<file path="config.mk">
export PLATFORM = sky130hd
export DESIGN_NAME = fetch_stage
export DESIGN_NICKNAME = d
export VERILOG_FILES = /design/src/rtl/fetch_stage_pkg.sv /design/src/rtl/fetch_stage_npc.sv /design/src/rtl/fetch_stage.sv
export SDC_FILE = /design/constraint.sdc
export NUM_CORES = 1
export LEC_CHECK = 0
export BUFFER_PORTS_ARGS = -buffer_cell sky130_fd_sc_hd__buf_2
export CAP_MARGIN = 20
export CELL_PAD_IN_SITES_DETAIL_PLACEMENT = 0
export CELL_PAD_IN_SITES_GLOBAL_PLACEMENT = 1
export CORE_ASPECT_RATIO = 0.6
export CORE_MARGIN = 1.5
export CORE_UTILIZATION = 43
export DETAILED_ROUTE_END_ITERATION = 8
export PLACE_DENSITY_LB_ADDON = 0.1
export SYNTH_ARGS = -nofsm -noshare
export SYNTH_HDL_FRONTEND = slang
export SYNTH_SLANG_ARGS = --single-unit
</file>
<file path="constraint.sdc">
create_clock -name clk -period 5.93 [get_ports clk]
set_input_delay 0.8895 -clock clk [delete_from_list [all_inputs] [get_ports clk]]
set_output_delay 0.8895 -clock clk [all_outputs]
set_load 0.02 [all_outputs]
</file>
<file path="src/rtl/fetch_stage_pkg.sv">
// Shared fetch constants: next-PC select codes, extender-op codes, fetch window defaults.
// Also defines the F/D pipeline register layout.
package fetch_stage_pkg;

    localparam logic [31:0] DEF_RESET_PC = 32'h0000_3000;
    localparam logic [31:0] DEF_IM_BASE  = 32'h0000_3000;
    localparam logic [31:0] DEF_IM_LIMIT = 32'h0000_6FFC;

    localparam logic [7:0] NPC_PC4    = 8'h00;
    localparam logic [7:0] NPC_BRANCH = 8'h01;
    localparam logic [7:0] NPC_JUMP   = 8'h02;
    localparam logic [7:0] NPC_JR     = 8'h03;

    localparam logic [7:0] EXT_ZERO = 8'h00;
    localparam logic [7:0] EXT_SIGN = 8'h01;
    localparam logic [7:0] EXT_LUI  = 8'h02;

    typedef struct packed {
        logic [31:0] instr;
        logic [31:0] pc;
        logic        valid;
        logic        exc_adel;
    } fd_reg_t;

    function automatic logic [31:0] br_offset(input logic [15:0] imm);
        return {{14{imm[15]}}, imm, 2'b00};
    endfunction

endpackage

</file>
<file path="src/rtl/fetch_stage_npc.sv">
// Combinational next-PC select; relative and absolute targets are formed from the D instruction.
module npc
    import fetch_stage_pkg::*;
(
    input  logic [7:0]  npc_op,
    input  logic [31:0] f_pc,
    input  logic [31:0] d_pc,
    input  logic [25:0] d_index,
    input  logic        branch_taken,
    input  logic [31:0] d_rs_value,
    output logic [31:0] next_pc
);

    logic [31:0] pc4;
    logic [31:0] br_target;
    logic [31:0] j_target;

    assign pc4       = f_pc + 32'd4;
    assign br_target = d_pc + 32'd4 + br_offset(d_index[15:0]);
    assign j_target  = {d_pc[31:28], d_index, 2'b00};

    always_comb begin
        next_pc = pc4;
        case (npc_op)
            NPC_BRANCH: next_pc = branch_taken ? br_target : pc4;
            NPC_JUMP:   next_pc = j_target;
            NPC_JR:     next_pc = d_rs_value;
            default:    next_pc = pc4;
        endcase
    end

endmodule

</file>
<file path="src/rtl/fetch_stage.sv">
// Instruction fetch: PC register, next-PC select and the F/D pipeline register.
// The delay slot is always fetched; illegal fetches enter D as a flagged nop.
module fetch_stage
    import fetch_stage_pkg::*;
#(
    parameter logic [31:0] RESET_PC = DEF_RESET_PC,
    parameter logic [31:0] IM_BASE  = DEF_IM_BASE,
    parameter logic [31:0] IM_LIMIT = DEF_IM_LIMIT
) (
    input  logic        clk,
    input  logic        reset,
    input  logic        stall,
    input  logic [7:0]  npc_op,
    input  logic        branch_taken,
    input  logic [31:0] d_rs_value,
    output logic [31:0] imem_addr,
    input  logic [31:0] imem_rdata,
    output logic [31:0] d_instr,
    output logic [31:0] d_pc,
    output logic [31:0] d_pc8,
    output logic        d_valid,
    output logic        d_exc_adel
);

    logic [31:0] f_pc;
    logic [31:0] next_pc;
    logic        f_illegal;
    fd_reg_t     fd;

    npc u_npc (
        .npc_op       (npc_op),
        .f_pc         (f_pc),
        .d_pc         (fd.pc),
        .d_index      (fd.instr[25:0]),
        .branch_taken (branch_taken),
        .d_rs_value   (d_rs_value),
        .next_pc      (next_pc)
    );

    assign f_illegal = (f_pc[1:0] != 2'b00) || (f_pc < IM_BASE) || (f_pc > IM_LIMIT);

    // A redirect seen during stall is simply dropped; it is re-derived from the held D next cycle.
    always_ff @(posedge clk or negedge reset) begin
        if (!reset) begin
            f_pc <= RESET_PC;
            fd   <= '0;
        end else if (!stall) begin
            f_pc        <= next_pc;
            fd.instr    <= f_illegal ? 32'h0 : imem_rdata;
            fd.pc       <= f_pc;
            fd.valid    <= 1'b1;
            fd.exc_adel <= f_illegal;
        end
    end

    assign imem_addr  = f_pc;
    assign d_instr    = fd.instr;
    assign d_pc       = fd.pc;
    assign d_pc8      = fd.pc + 32'd8;
    assign d_valid    = fd.valid;
    assign d_exc_adel = fd.exc_adel;

endmodule

</file>
==> summary.md, run 1 <==
| Metric | Value |
|---|---|
| Outcome | `completed` |
| First-pass GRT wire length | `approximately 37 mm` |
| TritonCTS Buffers | `9` |
| Startpoint class of the critical path | `flip-flop` |
| Worst Tran Pin Value | `1150 ps` |
| Final Hold Viols | `0` |
| Core Area | `approximately 16000 um^2` |
| Remaining antenna violation count | `0` |
| Synth Area per Inst | `around 9 um^2` |
| CTS Hold Bufs | `0` |
| Vias in the first global route | `approximately 6.3k` |
| Full die area | `about 18000 um^2` |
| RePlAce Congestion | `roughly 0.89` |
| Antenna Cells | `0` |
| Worst skew pair latency | `roughly 350 ps` |
| F_max | `approximately 0.25 GHz` |
| Power, Total | `2460 uW` |
| Final WL | `23.6 mm` |
| Layout cells sized above 1 | `28.7%` |
| Port-buffer cells | `between 200 and 250` |
| Largest net degree at the start of global routing | `73` |
| Most frequent cells in the layout | `buf_2, dfrtp_1, a21oi_1, ha_1, nand2_1` |
| Ratio of final minimum period to clock period | `68.1%` |
| Unique masters post-synth | `67` |
| Remaining Overflow, GRT | `0` |
| Routed WL per cell | `19.6 um` |
| Rel. slew slack | `23.3%` |
| Post-CTS sizing | `0` |
| NumNets Final | `1104` |
| Post-synthesis instance area | `approximately 7200 um^2` |
| Worst-path maximum fanout | `8` |
| CTS max path bufs | `2` |
| Fin. max-slew vios | `0` |
| DRC errors left | `0` |
| Crit end category | `output port` |
| CTS tree | `built` |
| Initial Util | `44.2%` |
| GRT Util Overall | `27.4%` |
| Area growth, synth to finish | `21.4%` |
| Final HPWL DP | `17.6 mm` |
| Lkg Pwr | `between 0.004 and 0.005 uW` |
| TNS Setup | `0 ps` |
| Worst EP required | `5040 ps` |
| Final setup fails | `0` |
| Chip width | `~170 um` |
| Setup repair bufs after CTS | `0` |
| Register area | `roughly 2500 um^2` |
| Area of the multi-input gates | `about 4500 um^2` |
| Most common cell after layout, fill and taps aside | `buf_2` |
| Final clock skew | `between 10 and 15 ps` |
| Clock transition at path regs | `~70 ps` |
| Max cap viols | `0` |
| Row cnt | `36` |
| CTS HTree Levels | `3` |
| Sink Count | `a little under 100` |
| Pre-CTS WS | `2250 ps` |
| Mapped Nets | `917` |
| Drt via density | `~5.7` |
| Asr flop ratio synth | `100%` |
| P per Cell Area | `282 nW/um^2` |
| Worst Path Class, Setup | `reg2out` |
| Data arrival, critical path | `between 3000 and 4000 ps` |
| Drt pass-1 iters | `5` |
| Routed via count | `slightly below 7k` |
| # IOs | `between 200 and 250` |
| Fill count | `around 1.6k` |
| RSZ-0062 raised after global routing | `false` |
| Initial drt markers | `531` |
| Post-synth EDFFs | `0` |
| Synth Register Bits | `98` |
| VDD IR max | `approximately 0.00017 V` |
| Sequential area share after synthesis | `between 30% and 40%` |
| Period minus WS final | `between 4000 and 5000 ps` |
| Yosys warns | `0` |
| Root buffer cell | `clkbuf_16` |
| Die H | `~100 um` |
| Hold crit path type | `reg2reg` |
| Initial antenna violation count | `0` |
| Cells after Synth | `781` |
| Final worst setup slack | `1890 ps` |
| Dominant synthesized flop cell | `dfrtp_1` |
## cell usage after synthesis (all sizes together), types with 2 or more instances
| library cell | instances | area [um^2] |
|---|---|---|
| o221ai | 5 | 43.8 |
| a222oi | 4 | 40.0 |
| a21oi | 60 | 304 |
| inv | 26 | 97.6 |
| a32oi | 2 | 17.5 |
| nand3b | 2 | 15.0 |
| xor2 | 24 | 210 |
| nor4 | 8 | 50.1 |
| o2111ai | 2 | 17.5 |
| a221oi | 5 | 50.0 |
| and3 | 11 | 70.1 |
| or2 | 4 | 25.0 |
| o31ai | 3 | 22.5 |
| a41oi | 2 | 17.5 |
| or3 | 2 | 17.5 |
| o21ai | 56 | 280 |
| nand2b | 8 | 50.1 |
| nand4 | 15 | 93.8 |
| a21o | 8 | 60.1 |
| nor3b | 3 | 22.5 |
| mux2i | 22 | 220 |
| a311oi | 2 | 17.5 |
| clkbuf | 23 | 86.3 |
| a22o | 32 | 280 |
| dfstp | 2 | 52.6 |
| ha | 59 | 738 |
| and4 | 5 | 48.8 |
| nor3 | 11 | 71.3 |
| o22ai | 10 | 62.6 |
| buf | 14 | 78.8 |
| a211oi | 7 | 57.6 |
| and2 | 7 | 43.8 |
| xnor2 | 36 | 315 |
| nor2b | 4 | 25.0 |
| a41o | 2 | 20.0 |
| o21bai | 4 | 30.0 |
| nand2 | 57 | 216 |
| o211ai | 5 | 37.5 |
| mux2 | 31 | 349 |
| dfrtp | 96 | 2400 |
| o32ai | 6 | 52.6 |
| a31oi | 12 | 75.1 |
| nor2 | 55 | 206 |
| nand3 | 20 | 100 |
## metal layers
metal | up-vias | track usage [%] | routed length, um
li1 | 3288 | - | -
met1 | 3254 | 45.2 | 12700
met2 | 284 | 37.3 | 9040
met3 | 15 | 4.49 | 1730
met4 | 0 | 3.00 | 112
met5 | - | 0 | 0
## final cells by class
class	instances	share of cell area (%)
well taps	228	3.27
flip-flops and latches	98	28.2
multi-input cells	619	51.3
inverters	27	1.16
clock buffers	11	2.90
clock inverters	5	0.703
repair buffers	213	12.5
## power breakdown
group | total [uW] | internal, uW | leakage (uW) | switching (uW)
clock network | 639 | 354 | 0.000156 | 285
logic | 884 | 340 | 0.00289 | 544
registers | 940 | 764 | 0.00123 | 176
total | 2460 | 1460 | 0.00428 | 1000
## cell families after synthesis
family,after synthesis,synth area share (%)
simple gates,214,15.0
flops,98,34.2
fa+ha+maj,60,10.6
mux,53,7.93
xor+xnor,60,7.32
buf+inv,64,3.71
compound gates,232,21.3
## through the flow
step                hold WS [ps]  std cells  cell area [um^2]  util [%]
floorplan                    549        781              7180         -
global placement             447       1185              8400      51.7
detailed placement           449       1185              8400      51.7
CTS                          472       1201              8720      53.6
global route                 511       1201              8720      53.6
finish                       474       1201              8720      53.6
## sequential cells by signal, indices dropped and copies added (netlist names)
register,cells
d_instr,32
d_pc,32
imem_addr,32
d_exc_adel,1
d_valid,1
## critical path, cell delays in order, from the launching register on
cell and delay [ps]:
dfrtp_1 500, nand4_1 320, nor4_1 870, nand2_1 230
nor2_1 380, nand4_1 170, xnor2_1 160, buf_2 180
## worst paths after layout
| check | cells past startpoint | from | end | slack (ps) |
|---|---|---|---|---|
| worst max-delay path | 7 | d_pc[6] | d_pc8[30] | 1890 |
| worst min-delay path | 1 | d_valid | d_valid | 470 |
| worst max register to register | 10 | d_instr[15] | imem_addr[29] | 2460 |
| worst min register to register | 1 | d_valid | d_valid | 470 |
| max in group asynchronous | 2 | reset | d_pc[20] | 4260 |
| min in group asynchronous | 1 | reset | imem_addr[5] | 560 |
No activity file was read; power rests on OpenSTA's default activity.
==> run 2: changes to the inputs <==
CORE_UTILIZATION = 40   (was 43)
clock period = 3.89 ns   (was 5.93 ns; I/O delays follow)
==> summary.md, run 2 (synthesized netlist as in run 1, its figures left out) <==
| Metric | Value |
|---|---|
| Outcome | `completed` |
| Final WL | `between 20 and 25 mm` |
| Max cap viols | `0` |
| Root buffer cell | `clkbuf_16` |
| Startpoint class of the critical path | `flip-flop` |
| Worst-path maximum fanout | `18` |
| DRC errors left | `0` |
| Delay-heaviest family, CP | `compound AO/OA/AOI/OAI gates` |
| Layout cells sized above 1 | `between 20% and 30%` |
| F_max | `around 0.30 GHz` |
| Remaining Overflow, GRT | `0` |
| R2R setup slack | `roughly 560 ps` |
| Final setup fails | `0` |
| Setup repair bufs after CTS | `0` |
| Period minus WS final | `3330 ps` |
| NumNets Final | `1112` |
| Initial antenna violation count | `0` |
| Drt via density | `~5.7` |
| Area of the multi-input gates | `4470 um^2` |
| Final HPWL DP | `around 18 mm` |
| CTS max path bufs | `2` |
| Port-buffer cells | `about 200` |
| Routed via count | `slightly below 7k` |
| Most common cell after layout, fill and taps aside | `buf_2` |
| Part of the power in registers | `about two fifths` |
| Chip width | `around 180 um` |
| Largest net degree at the start of global routing | `87` |
| Vias in the first global route | `about 6.3k` |
| Drt pass-1 iters | `6` |
| Worst EP required | `slightly above 4000 ps` |
| VDD IR max | `between 0.0002 and 0.0003 V` |
| Initial drt markers | `520` |
| Data arrival, critical path | `between 3000 and 4000 ps` |
| Initial Util | `approximately two fifths` |
| Final clock skew | `13.0 ps` |
| TNS Setup | `0 ps` |
| Worst hold slack | `72.9 ps` |
| P per Cell Area | `around 430 nW/um^2` |
| CP max-delay cell | `dfrtp_1` |
| Worst Tran Pin Value | `slightly above 900 ps` |
| TritonCTS Buffers | `9` |
| Final worst setup slack | `between 500 and 600 ps` |
| Post-CTS sizing | `0` |
| Worst skew pair latency | `350 ps` |
| Ordered cell list for the critical path | `ha_1 -> ha_1 -> a21oi_1 -> o21ai_1 -> a21o_1 -> a211oi_2 -> nand2_1 -> a221oi_1 -> mux2i_1 -> a21oi_1` |
| CTS tree | `built` |
| CTS Hold Bufs | `0` |
| Final Hold Viols | `0` |
| Clock share of power | `between 20% and 30%` |
| Switching share of power | `around two fifths` |
| Register area | `2450 um^2` |
| Crit path buffers/inverters | `0` |
| Most frequent cells in the layout | `buf_2, dfrtp_1, a21oi_1, ha_1, nand2_1` |
| Placed cell areas | `8480 um^2` |
| Crit end category | `flip-flop` |
| Hold crit path type | `in2async` |
| Sink Count | `98` |
| CP peak stage delay | `850 ps` |
| Clock transition at path regs | `approximately 80 ps` |
| Pint | `between 2000 and 2500 uW` |
| # IOs | `roughly 200` |
| Fill count | `between 1.5k and 2k` |
| Remaining antenna violation count | `0` |
| RePlAce Congestion | `between 0.8 and 0.9` |
| First-pass GRT wire length | `~38 mm` |
| Rel. slew slack | `~39%` |
| Die H | `about 110 um` |
| CTS HTree Levels | `3` |
| Full die area | `roughly 19000 um^2` |
| Antenna Cells | `0` |
| Fin. max-slew vios | `0` |
| Logic pwr share | `a little over a third` |
| Lkg Pwr | `0.00432 uW` |
| Core Area | `17400 um^2` |
| GRT Util Overall | `between 20% and 30%` |
| Sw Pwr | `roughly 1500 uW` |
| Pre-CTS WS | `roughly 600 ps` |
| Worst Path Class, Setup | `reg2reg` |
| Row cnt | `37` |
| Routed WL per cell | `between 20 and 25 um` |
| Area growth, synth to finish | `22.4%` |
| Post-route cell area | `around 9000 um^2` |
| Ratio of final minimum period to clock period | `between 80% and 90%` |
| RSZ-0062 raised after global routing | `false` |
[run 2: cell type report]
cell class / count / share of cell area (%)
Clock inverter: 6 / 0.755
Timing Repair Buffer: 221 / 13.2
Clock buffer: 10 / 2.72
Inverter: 27 / 1.15
Sequential cell: 98 / 27.9
Tap cell: 234 / 3.33
Multi-Input combinational cell: 619 / 50.9
[run 2: metal layers]
layer | track usage (%) | vias up | wire length, um
met3 | 6.52 | 13 | 2110
met5 | 0 | - | 0
met4 | 3.66 | 0 | 169
met2 | 33.4 | 270 | 8890
met1 | 44.2 | 3285 | 13100
li1 | - | 3303 | -
[run 2: worst paths after layout]
check	startpoint	end	depth (start not counted)
setup / recovery	d_instr[15]	imem_addr[29]	10
hold reg to reg	d_valid	d_valid	1
hold / removal	reset	d_pc[2]	1
setup reg to reg	d_instr[15]	imem_addr[29]	10
max in group asynchronous	reset	imem_addr[13]	2
min in group clk	imem_rdata[3]	d_instr[3]	2
[run 2: power by group through the flow]
| stage | Combinational (uW) | Sequential [uW] | Clock, uW |
|---|---|---|---|
| after detailed placement | 1350 | 1460 | 0 |
| after CTS | 1350 | 1440 | 972 |
| after floorplan | 732 | 1550 | 0 |
| final | 1350 | 1450 | 948 |
| after global placement | 1350 | 1460 | 0 |
| after global routing | 1490 | 1470 | 1010 |
[run 2: per-stage QoR]
stage / utilization (%) / power [uW] / cells
global route: 50.6 / 3980 / 1215
finish: 50.6 / 3740 / 1215
global placement: 48.9 / 2800 / 1199
detailed placement: 48.9 / 2800 / 1199
floorplan: - / 2280 / 781
CTS: 50.6 / 3760 / 1215
